## config.mk

```make
export PLATFORM = sky130hd
export DESIGN_NAME = mem_bus_arbiter_flat
export DESIGN_NICKNAME = d
export VERILOG_FILES = /design/src/rtl/mem_arb_pkg.sv /design/src/rtl/mem_bus_arbiter_if.sv /design/src/rtl/mem_bus_arbiter_rr.sv /design/src/rtl/mem_bus_arbiter.sv /design/src/flat_wrapper.sv
export SDC_FILE = /design/constraint.sdc
export NUM_CORES = 1
export LEC_CHECK = 0
export ABC_AREA = 1
export CAP_MARGIN = 20
export CORE_UTILIZATION = 25
export CTS_BUF_LIST = sky130_fd_sc_hd__clkbuf_4
export DETAILED_ROUTE_END_ITERATION = 12
export PLACE_DENSITY_LB_ADDON = 0.12
export SYNTH_ARGS = -nofsm -noshare
export SYNTH_HDL_FRONTEND = slang
export SYNTH_SLANG_ARGS = --single-unit
```

## constraint.sdc

```tcl
create_clock -name clk_in -period 4 [get_ports clk_in]
set_input_delay 0.4 -clock clk_in [delete_from_list [all_inputs] [get_ports clk_in]]
set_output_delay 0.4 -clock clk_in [all_outputs]
set_load 0.01 [all_outputs]
```

## src/rtl/mem_arb_pkg.sv

```systemverilog
`default_nettype none
// ============================================================================
//  Module      : mem_arb_pkg
//  Description : Shared types for the memory-bus arbiter. It holds the access
//                width encoding, the arbiter FSM states, the per-port request
//                slot record and a round-robin pointer helper.
//  Revision    : 1.0  initial release
// ============================================================================
package mem_arb_pkg;

    // Slot fields are sized for the widest supported bus. The arbiter
    // parameters ADDR_W/DATA_W must not exceed these widths.
    localparam int SLOT_ADDR_W = 32;
    localparam int SLOT_DATA_W = 32;

    typedef enum logic [1:0] {
        WIDTH_BYTE  = 2'd0,
        WIDTH_WORD  = 2'd1,
        WIDTH_DWORD = 2'd2
    } mem_width_t;

    typedef enum logic [1:0] {
        ARB_IDLE  = 2'd0,
        ARB_ISSUE = 2'd1,
        ARB_WAIT  = 2'd2
    } arb_state_t;

    typedef struct packed {
        logic                   is_write;
        logic [SLOT_ADDR_W-1:0] addr;
        mem_width_t             width;
        logic [SLOT_DATA_W-1:0] wdata;
    } req_slot_t;

    // Port index that follows cur, wrapping at n.
    function automatic int unsigned next_port(input int unsigned cur, input int unsigned n);
        return (cur + 1 >= n) ? 0 : cur + 1;
    endfunction

endpackage
`default_nettype wire

```

## src/rtl/mem_bus_arbiter_if.sv

```systemverilog
`default_nettype none
// ============================================================================
//  Module      : mem_bus_arbiter_if
//  Description : Bundle of the requester-side and downstream memory-bus
//                signals of the arbiter.
//                slave  : arbiter view (takes requests, drives memory bus)
//                master : surrounding-system view (requesters + memory slave)
//  Ports       : req_rd_in/req_wr_in/req_addr_in/req_width_in/req_wdata_in,
//                req_busy_out/req_rdata_out, mem_rd_out/mem_wr_out/
//                mem_addr_out/mem_width_out/mem_wdata_out, mem_busy_in,
//                mem_rdata_in, err_out
//  Revision    : 1.0  initial release
// ============================================================================
interface mem_bus_arbiter_if #(
    parameter int NUM_REQ = 2,
    parameter int ADDR_W  = 32,
    parameter int DATA_W  = 32
);
    logic [NUM_REQ-1:0]        req_rd_in;
    logic [NUM_REQ-1:0]        req_wr_in;
    logic [NUM_REQ*ADDR_W-1:0] req_addr_in;
    logic [NUM_REQ*2-1:0]      req_width_in;
    logic [NUM_REQ*DATA_W-1:0] req_wdata_in;
    logic [NUM_REQ-1:0]        req_busy_out;
    logic [NUM_REQ*DATA_W-1:0] req_rdata_out;
    logic                      mem_rd_out;
    logic                      mem_wr_out;
    logic [ADDR_W-1:0]         mem_addr_out;
    logic [1:0]                mem_width_out;
    logic [DATA_W-1:0]         mem_wdata_out;
    logic                      mem_busy_in;
    logic [DATA_W-1:0]         mem_rdata_in;
    logic                      err_out;

    modport slave (
        input  req_rd_in, req_wr_in, req_addr_in, req_width_in, req_wdata_in,
        input  mem_busy_in, mem_rdata_in,
        output req_busy_out, req_rdata_out,
        output mem_rd_out, mem_wr_out, mem_addr_out, mem_width_out, mem_wdata_out,
        output err_out
    );

    modport master (
        output req_rd_in, req_wr_in, req_addr_in, req_width_in, req_wdata_in,
        output mem_busy_in, mem_rdata_in,
        input  req_busy_out, req_rdata_out,
        input  mem_rd_out, mem_wr_out, mem_addr_out, mem_width_out, mem_wdata_out,
        input  err_out
    );
endinterface
`default_nettype wire

```

## src/rtl/mem_bus_arbiter_rr.sv

```systemverilog
`default_nettype none
// ============================================================================
//  Module      : rr_arbiter
//  Description : Combinational round-robin picker. Selects the first asserted
//                request at or after ptr, wrapping at N.
//  Ports       : req (in, N), ptr (in) ; grant (out, one-hot), index (out),
//                any (out)
//  Revision    : 1.0  initial release
// ============================================================================
module rr_arbiter #(
    parameter int N     = 2,
    parameter int IDX_W = (N > 1) ? $clog2(N) : 1
) (
    input  logic [N-1:0]     req,
    input  logic [IDX_W-1:0] ptr,
    output logic [N-1:0]     grant,
    output logic [IDX_W-1:0] index,
    output logic             any
);
    int pos;

    always_comb begin
        grant = '0;
        index = '0;
        any   = 1'b0;
        pos   = 0;
        for (int k = 0; k < N; k++) begin
            pos = int'(ptr) + k;
            if (pos >= N) begin
                pos = pos - N;
            end
            if (!any && req[pos]) begin
                any        = 1'b1;
                grant[pos] = 1'b1;
                index      = IDX_W'(pos);
            end
        end
    end
endmodule
`default_nettype wire

```

## src/rtl/mem_bus_arbiter.sv

```systemverilog
`default_nettype none
// ============================================================================
//  Module      : mem_bus_arbiter
//  Description : Shares one downstream memory slave between NUM_REQ pulse-
//                dispatch masters. Each pulse is latched into a per-port slot,
//                slots are served round-robin, and each is replayed downstream
//                as a single transaction. Read data is held per port.
//  Ports       : clk_in (clock), rst_in (sync, active-low), bus (slave modport)
//  Revision    : 1.0  initial release
// ============================================================================
module mem_bus_arbiter
    import mem_arb_pkg::*;
#(
    parameter int NUM_REQ = 2,
    parameter int ADDR_W  = 32,
    parameter int DATA_W  = 32
) (
    input  logic              clk_in,
    input  logic              rst_in,
    mem_bus_arbiter_if.slave  bus
);
    localparam int IDX_W = (NUM_REQ > 1) ? $clog2(NUM_REQ) : 1;

    arb_state_t                state_q, state_d;
    logic [IDX_W-1:0]          owner_q, owner_d;
    logic [IDX_W-1:0]          rr_ptr_q, rr_ptr_d;
    logic [NUM_REQ-1:0]        pending_q;
    req_slot_t                 slot_q [NUM_REQ];
    logic                      err_q;
    logic [NUM_REQ*DATA_W-1:0] rdata_q;

    logic                      mem_rd_q, mem_rd_d;
    logic                      mem_wr_q, mem_wr_d;
    logic [ADDR_W-1:0]         mem_addr_q, mem_addr_d;
    logic [1:0]                mem_width_q, mem_width_d;
    logic [DATA_W-1:0]         mem_wdata_q, mem_wdata_d;

    logic [NUM_REQ-1:0]        grant_oh;
    logic [IDX_W-1:0]          grant_idx;
    logic                      grant_any;
    logic                      take_grant;
    logic                      complete;

    logic [NUM_REQ-1:0]        dispatch;
    logic [NUM_REQ-1:0]        owner_active;
    logic [NUM_REQ-1:0]        port_busy;
    logic [NUM_REQ-1:0]        capture;
    logic                      violation;

    rr_arbiter #(.N(NUM_REQ), .IDX_W(IDX_W)) u_rr (
        .req   (pending_q),
        .ptr   (rr_ptr_q),
        .grant (grant_oh),
        .index (grant_idx),
        .any   (grant_any)
    );

    // ------------------------------------------------------------------
    // Per-port request qualification
    // ------------------------------------------------------------------
    for (genvar i = 0; i < NUM_REQ; i++) begin : g_port
        assign owner_active[i] = (state_q != ARB_IDLE) && (owner_q == IDX_W'(i));
    end

    assign dispatch  = bus.req_rd_in | bus.req_wr_in;
    assign port_busy = pending_q | owner_active;
    // A port already holding a slot or the bus cannot queue a second request.
    assign capture   = dispatch & ~port_busy;
    assign violation = (|(bus.req_rd_in & bus.req_wr_in)) | (|(dispatch & port_busy));

    assign bus.req_busy_out  = dispatch | port_busy;
    assign bus.req_rdata_out = rdata_q;
    assign bus.err_out       = err_q;

    always_ff @(posedge clk_in) begin
        if (!rst_in) begin
            pending_q <= '0;
            err_q     <= 1'b0;
            for (int i = 0; i < NUM_REQ; i++) begin
                slot_q[i] <= '0;
            end
        end else begin
            pending_q <= (pending_q & ~(take_grant ? grant_oh : '0)) | capture;
            err_q     <= err_q | violation;
            for (int i = 0; i < NUM_REQ; i++) begin
                if (capture[i]) begin
                    // Write wins when both strobes arrive together.
                    slot_q[i] <= '{
                        is_write : bus.req_wr_in[i],
                        addr     : SLOT_ADDR_W'(bus.req_addr_in[i*ADDR_W +: ADDR_W]),
                        width    : mem_width_t'(bus.req_width_in[i*2 +: 2]),
                        wdata    : SLOT_DATA_W'(bus.req_wdata_in[i*DATA_W +: DATA_W])
                    };
                end
            end
        end
    end

    // ------------------------------------------------------------------
    // Transaction FSM
    // ------------------------------------------------------------------
    always_ff @(posedge clk_in) begin
        if (!rst_in) begin
            state_q     <= ARB_IDLE;
            owner_q     <= '0;
            rr_ptr_q    <= '0;
            mem_rd_q    <= 1'b0;
            mem_wr_q    <= 1'b0;
            mem_addr_q  <= '0;
            mem_width_q <= '0;
            mem_wdata_q <= '0;
        end else begin
            state_q     <= state_d;
            owner_q     <= owner_d;
            rr_ptr_q    <= rr_ptr_d;
            mem_rd_q    <= mem_rd_d;
            mem_wr_q    <= mem_wr_d;
            mem_addr_q  <= mem_addr_d;
            mem_width_q <= mem_width_d;
            mem_wdata_q <= mem_wdata_d;
        end
    end

    always_comb begin
        state_d     = state_q;
        owner_d     = owner_q;
        rr_ptr_d    = rr_ptr_q;
        mem_rd_d    = 1'b0;
        mem_wr_d    = 1'b0;
        mem_addr_d  = mem_addr_q;
        mem_width_d = mem_width_q;
        mem_wdata_d = mem_wdata_q;
        take_grant  = 1'b0;
        complete    = 1'b0;
        case (state_q)
            ARB_IDLE: begin
                if (grant_any) begin
                    take_grant  = 1'b1;
                    owner_d     = grant_idx;
                    mem_rd_d    = !slot_q[grant_idx].is_write;
                    mem_wr_d    = slot_q[grant_idx].is_write;
                    mem_addr_d  = ADDR_W'(slot_q[grant_idx].addr);
                    mem_width_d = slot_q[grant_idx].width;
                    mem_wdata_d = DATA_W'(slot_q[grant_idx].wdata);
                    state_d     = ARB_ISSUE;
                end
            end
            ARB_ISSUE: begin
                state_d = ARB_WAIT;
            end
            ARB_WAIT: begin
                if (!bus.mem_busy_in) begin
                    complete = 1'b1;
                    // The port just served moves to the back of the queue.
                    rr_ptr_d = IDX_W'(next_port(int'(owner_q), NUM_REQ));
                    state_d  = ARB_IDLE;
                end
            end
            default: begin
                state_d = ARB_IDLE;
            end
        endcase
    end

    // Read data is held per port until a later read from that port completes.
    always_ff @(posedge clk_in) begin
        if (!rst_in) begin
            rdata_q <= '0;
        end else if (complete && !slot_q[owner_q].is_write) begin
            rdata_q[int'(owner_q)*DATA_W +: DATA_W] <= bus.mem_rdata_in;
        end
    end

    assign bus.mem_rd_out    = mem_rd_q;
    assign bus.mem_wr_out    = mem_wr_q;
    assign bus.mem_addr_out  = mem_addr_q;
    assign bus.mem_width_out = mem_width_q;
    assign bus.mem_wdata_out = mem_wdata_q;

endmodule
`default_nettype wire

```

## src/flat_wrapper.sv

```systemverilog
// flat-port wrapper written by rule: the top's interface ports become plain ports
module mem_bus_arbiter_flat import mem_arb_pkg::*;
#(
    parameter int NUM_REQ = 2,
    parameter int ADDR_W  = 32,
    parameter int DATA_W  = 32
)
  (clk_in, rst_in, bus_req_rd_in, bus_req_wr_in, bus_req_addr_in, bus_req_width_in, bus_req_wdata_in, bus_mem_busy_in, bus_mem_rdata_in, bus_req_busy_out, bus_req_rdata_out, bus_mem_rd_out, bus_mem_wr_out, bus_mem_addr_out, bus_mem_width_out, bus_mem_wdata_out, bus_err_out);
  mem_bus_arbiter_if #(.NUM_REQ(NUM_REQ), .ADDR_W(ADDR_W), .DATA_W(DATA_W)) bus_i ();
  input  logic clk_in;
  input  logic rst_in;
  input wire logic [$bits(bus_i.req_rd_in)-1:0] bus_req_rd_in;
  input wire logic [$bits(bus_i.req_wr_in)-1:0] bus_req_wr_in;
  input wire logic [$bits(bus_i.req_addr_in)-1:0] bus_req_addr_in;
  input wire logic [$bits(bus_i.req_width_in)-1:0] bus_req_width_in;
  input wire logic [$bits(bus_i.req_wdata_in)-1:0] bus_req_wdata_in;
  input wire logic [$bits(bus_i.mem_busy_in)-1:0] bus_mem_busy_in;
  input wire logic [$bits(bus_i.mem_rdata_in)-1:0] bus_mem_rdata_in;
  output wire logic [$bits(bus_i.req_busy_out)-1:0] bus_req_busy_out;
  output wire logic [$bits(bus_i.req_rdata_out)-1:0] bus_req_rdata_out;
  output wire logic [$bits(bus_i.mem_rd_out)-1:0] bus_mem_rd_out;
  output wire logic [$bits(bus_i.mem_wr_out)-1:0] bus_mem_wr_out;
  output wire logic [$bits(bus_i.mem_addr_out)-1:0] bus_mem_addr_out;
  output wire logic [$bits(bus_i.mem_width_out)-1:0] bus_mem_width_out;
  output wire logic [$bits(bus_i.mem_wdata_out)-1:0] bus_mem_wdata_out;
  output wire logic [$bits(bus_i.err_out)-1:0] bus_err_out;
  assign bus_i.req_rd_in = bus_req_rd_in;
  assign bus_i.req_wr_in = bus_req_wr_in;
  assign bus_i.req_addr_in = bus_req_addr_in;
  assign bus_i.req_width_in = bus_req_width_in;
  assign bus_i.req_wdata_in = bus_req_wdata_in;
  assign bus_i.mem_busy_in = bus_mem_busy_in;
  assign bus_i.mem_rdata_in = bus_mem_rdata_in;
  assign bus_req_busy_out = bus_i.req_busy_out;
  assign bus_req_rdata_out = bus_i.req_rdata_out;
  assign bus_mem_rd_out = bus_i.mem_rd_out;
  assign bus_mem_wr_out = bus_i.mem_wr_out;
  assign bus_mem_addr_out = bus_i.mem_addr_out;
  assign bus_mem_width_out = bus_i.mem_width_out;
  assign bus_mem_wdata_out = bus_i.mem_wdata_out;
  assign bus_err_out = bus_i.err_out;
  mem_bus_arbiter #(.NUM_REQ(NUM_REQ), .ADDR_W(ADDR_W), .DATA_W(DATA_W)) u_core (.clk_in(clk_in), .rst_in(rst_in), .bus(bus_i));
endmodule
```

==> results.md <==
- For this block, the routed nets add up to 33510 um of wire.
- The clock net in this run drives a total of 274 sinks.
- The final weighted congestion in routability-driven placement is 0.7382.
- The flow ran to the end, and the final reports show no timing, DRC or antenna violations.
- Setup repair after global routing left no endpoint under its margin.
- The number of buffers inserted during clock tree synthesis is 80.
- In this run the tool buffered the top-level ports with 305 buffer cells.
- The path depth of the worst reg2reg path is 5.
- The number of endpoints failing setup at the final stage is 0.
- The average detailed-routed wire length per instance is 14.12 um.
- After the last flow step, the layout net total stands at 1894.
- The largest fanout on the critical path is 3.
- The TritonCTS clock tree is done.
- For this run, the detailed router's first-pass iteration total came to 5.
- The filler cells instantiated in the layout total 4778.
- The buffer levels on the longest clock path is 3.
- The path with the worst hold slack has its endpoint at u_core.bus.req_rdata_out[24].
- Based on the critical path, the design can be clocked at up to 0.3862 GHz.
- The average size of a mapped cell is 8.175 um^2.
- The worst setup path is launched from a register.
- For the worst setup path, the data required time is 3.60 ns.
- The clock tree root driver cell is clkbuf_4.
- Among all flip-flop cells after synthesis, the most frequent one is dfxtp_1.
- Buffers inserted to repair hold after CTS numbered 1.
- In this run the remaining antenna-violating nets after routing total 0.
- The worst-case register-to-register setup slack is 1.81 ns.
- The completed layout was analyzed and its total power is 8.085 mW.
- The number of antenna violations at the first check in global routing came to 1.
- The power density normalized to cell area is 506.0 mW/mm^2.
- The analysis attributes to cell leakage a power of 7.553 nW.
- The source-to-sink clock delay at the later pin of the worst-skew pair is 0.73 ns.
- The detailed router finished its first iteration with 409 violations.
- In this run the horizontal extent of the chip is 215.4 um.
- The gate count after technology mapping is 1392.
- The half-perimeter wire length after detailed placement is 21240 um.
- The worst supply voltage drop on vdd is 0.2330 mV.
- The storage element area is 0.006827 mm^2.
- The area share of the largest cell type after synthesis is 35.36%.
- The element type at the critical path end is an output port.
- The synthesis warning total is 0.
- The final route contains 9503 vias.
- Counting instances, the worst hold path has a depth of 3.
- The H-tree generated during clock tree synthesis spans 3 levels.
- The area of combinational cells with multiple inputs is 0.003178 mm^2.
- Sorting the synthesized cells by area gives the leading types as edfxtp_1, dfxtp_1, nand2_1, inv_1, nor2_1.
- The first-pass GRT wire length is 52420 um.
- The setup path with the least slack is of type reg -> out.
- The synthesis-to-finish area growth is 40.41%.
- Across the run, the number of max-cap violations was 0.
- The die area is 0.04638 mm^2.
- The register area share after synthesis is 59.99%.
- The worst setup skew after layout is 0.04243 ns.
- From bottom edge to top edge, the die measures 215.4 um.
- For the pin with the worst max-slew slack, the measured transition is 1.052 ns.
- The share of synthesized registers carrying an async set or reset is 0%.
- The floorplan has 77 rows.
- For this run the aggregate overflow at the end of global routing stands at 0.
- The headroom to the max-slew limit is 29.87%.
- The synthesis-stage register bit count is 274.
- Once the clock tree was built, the resizer swapped 0 gates to a different size.
- STA puts the critical path data arrival time at 2.19 ns.
- Dividing the detail-routed via count by the number of cells gives 4.003.
- The cell type with the highest aggregate area in the netlist is edfxtp_1.
- The via count of the first global-routing pass is 9547.
- For this configuration, the core starts out at a cell density of 25.57%.
- The remaining routing DRC violations is 0.
- Entering global routing, the biggest net connects 90 pins.
- The number of pins with negative max-slew slack in the final report is 0.
- Global routing used 14.55% of the available tracks across all layers.
- The path class of the tightest hold or removal check is in -> reg.
- The origin of the critical flop-to-flop path is u_core.pending_q[1].
- The count of pins on the block boundary is 306.
- The number of setup buffers added after CTS is 0.
- The accumulated negative setup slack is 0 ns.
- The worst hold path startpoint is bus_mem_rdata_in[24].
- The share of the clock period used by the worst path is 64.73%.
- The number of nets handed over by synthesis was 1563.
- The final critical delay including setup and external delays is 2.589 ns.
- The most repeated cell in the gate-level netlist after synthesis is nand2_1.
- The final count of hold timing violations is 0.
- The endpoint identified for the worst register-to-register timing path is u_core.bus.mem_addr_out[22].
- The synthesized design contains 134 enable-type register cells.
- The commonest cells after synthesis are nand2_1, inv_1, nor2_1.
- The post-synthesis instance area is 0.01138 mm^2.
- The count of different cell masters after synthesis is 23.
- The region available for standard cell placement spans 0.04451 mm^2.
- The fraction of final layout cells sized beyond drive strength 1 is 8.815%.
- The clock transition at the registers of the reported paths is 0.07 ns.
## critical path: stages (launching register included)
cell and delay (ns):
dfxtp_1 0.39, inv_1 0.08, nand2_2 0.14, nand2_2 0.10, nand4_1 0.08, clkdlybuf4s50_1 0.67
## final cells by class
cell class,count,area share (%)
diodes,1,0.01566
clock buffers,124,5.826
clock inverters,16,0.4229
inverters,278,6.531
multi-input cells,771,19.89
flip-flops and latches,274,42.73
well taps,592,4.636
repair buffers,318,19.95
## kinds of logic (layout without fill, tap and decap cells)
group	Yosys count	count (layout)	synth area share (%)
simple gates	627	627	21.22
buf+inv	347	736	12.39
other cells	0	1	0
flops	274	274	59.99
compound gates	144	144	6.399
## worst max-delay path by stage
stage,startpoint,end
floorplan,rst_in,u_core.slot_q[1][0]
global placement,bus_req_wr_in[0],u_core.slot_q[0][5]
detailed placement,bus_req_wr_in[0],u_core.slot_q[0][63]
CTS,u_core.state_q[0],bus_req_busy_out[0]
global route,u_core.state_q[0],bus_req_busy_out[0]
finish,u_core.state_q[0],bus_req_busy_out[0]
## routing by layer
layer | routed length [um] | share of wire (%) | GRT usage, %
met1 | 15380 | 46 | 18.59
met2 | 15090 | 45 | 22.66
met3 | 2364 | 7.1 | 4.685
met4 | 680 | 2.0 | 5.768
met5 | 0 | 0 | 0
## report_power, final
group          switching, mW  total, mW  internal (mW)
sequential             0.197       3.67           3.47
clock                   1.23       2.63           1.40
combinational           1.01       1.78          0.768
## registers in the layout, summed over array words and instances, names as in the netlist, 2 cells and up, named ones only
signal                    count
u_core.slot_q               134
u_core.bus.mem_wdata_out     32
u_core.bus.mem_addr_out      32
u_core.state_q                2
u_core.bus.req_rdata_out     64
u_core.pending_q              2
u_core.bus.mem_width_out      2
## per-stage QoR
stage	area [um^2]	setup WS (ns)	instances	hold WS, ns	util (%)
final	15980	1.411	2374	0.2812	35.90
after global routing	15980	1.200	2374	0.1956	35.90
after CTS	15980	1.272	2373	0.1670	35.89
after detailed placement	14970	1.405	2232	0.4995	33.63
after global placement	14970	1.419	2232	0.4942	33.63
after floorplan	11380	1.104	1392	0.4674	-
## placed cells by master (no fill, tap or decap)
master	count
a21oi_1	73
and2_1	2
buf_12	3
buf_4	10
clkbuf_4	124
clkdlybuf4s50_1	304
clkinv_1	10
clkinvlp_4	2
dfxtp_1	140
diode_2	1
dlygate4sd3_1	1
edfxtp_1	134
inv_1	276
inv_2	6
nand2_1	345
nand2_2	2
nand2_4	3
nand3_1	2
nand3_2	3
nand4_1	2
nor2_1	264
nor2_4	1
nor3_1	2
nor3_4	1
o21ai_0	68
o21ai_1	1
o21ai_4	2
Power figures use the tool's default switching activity.
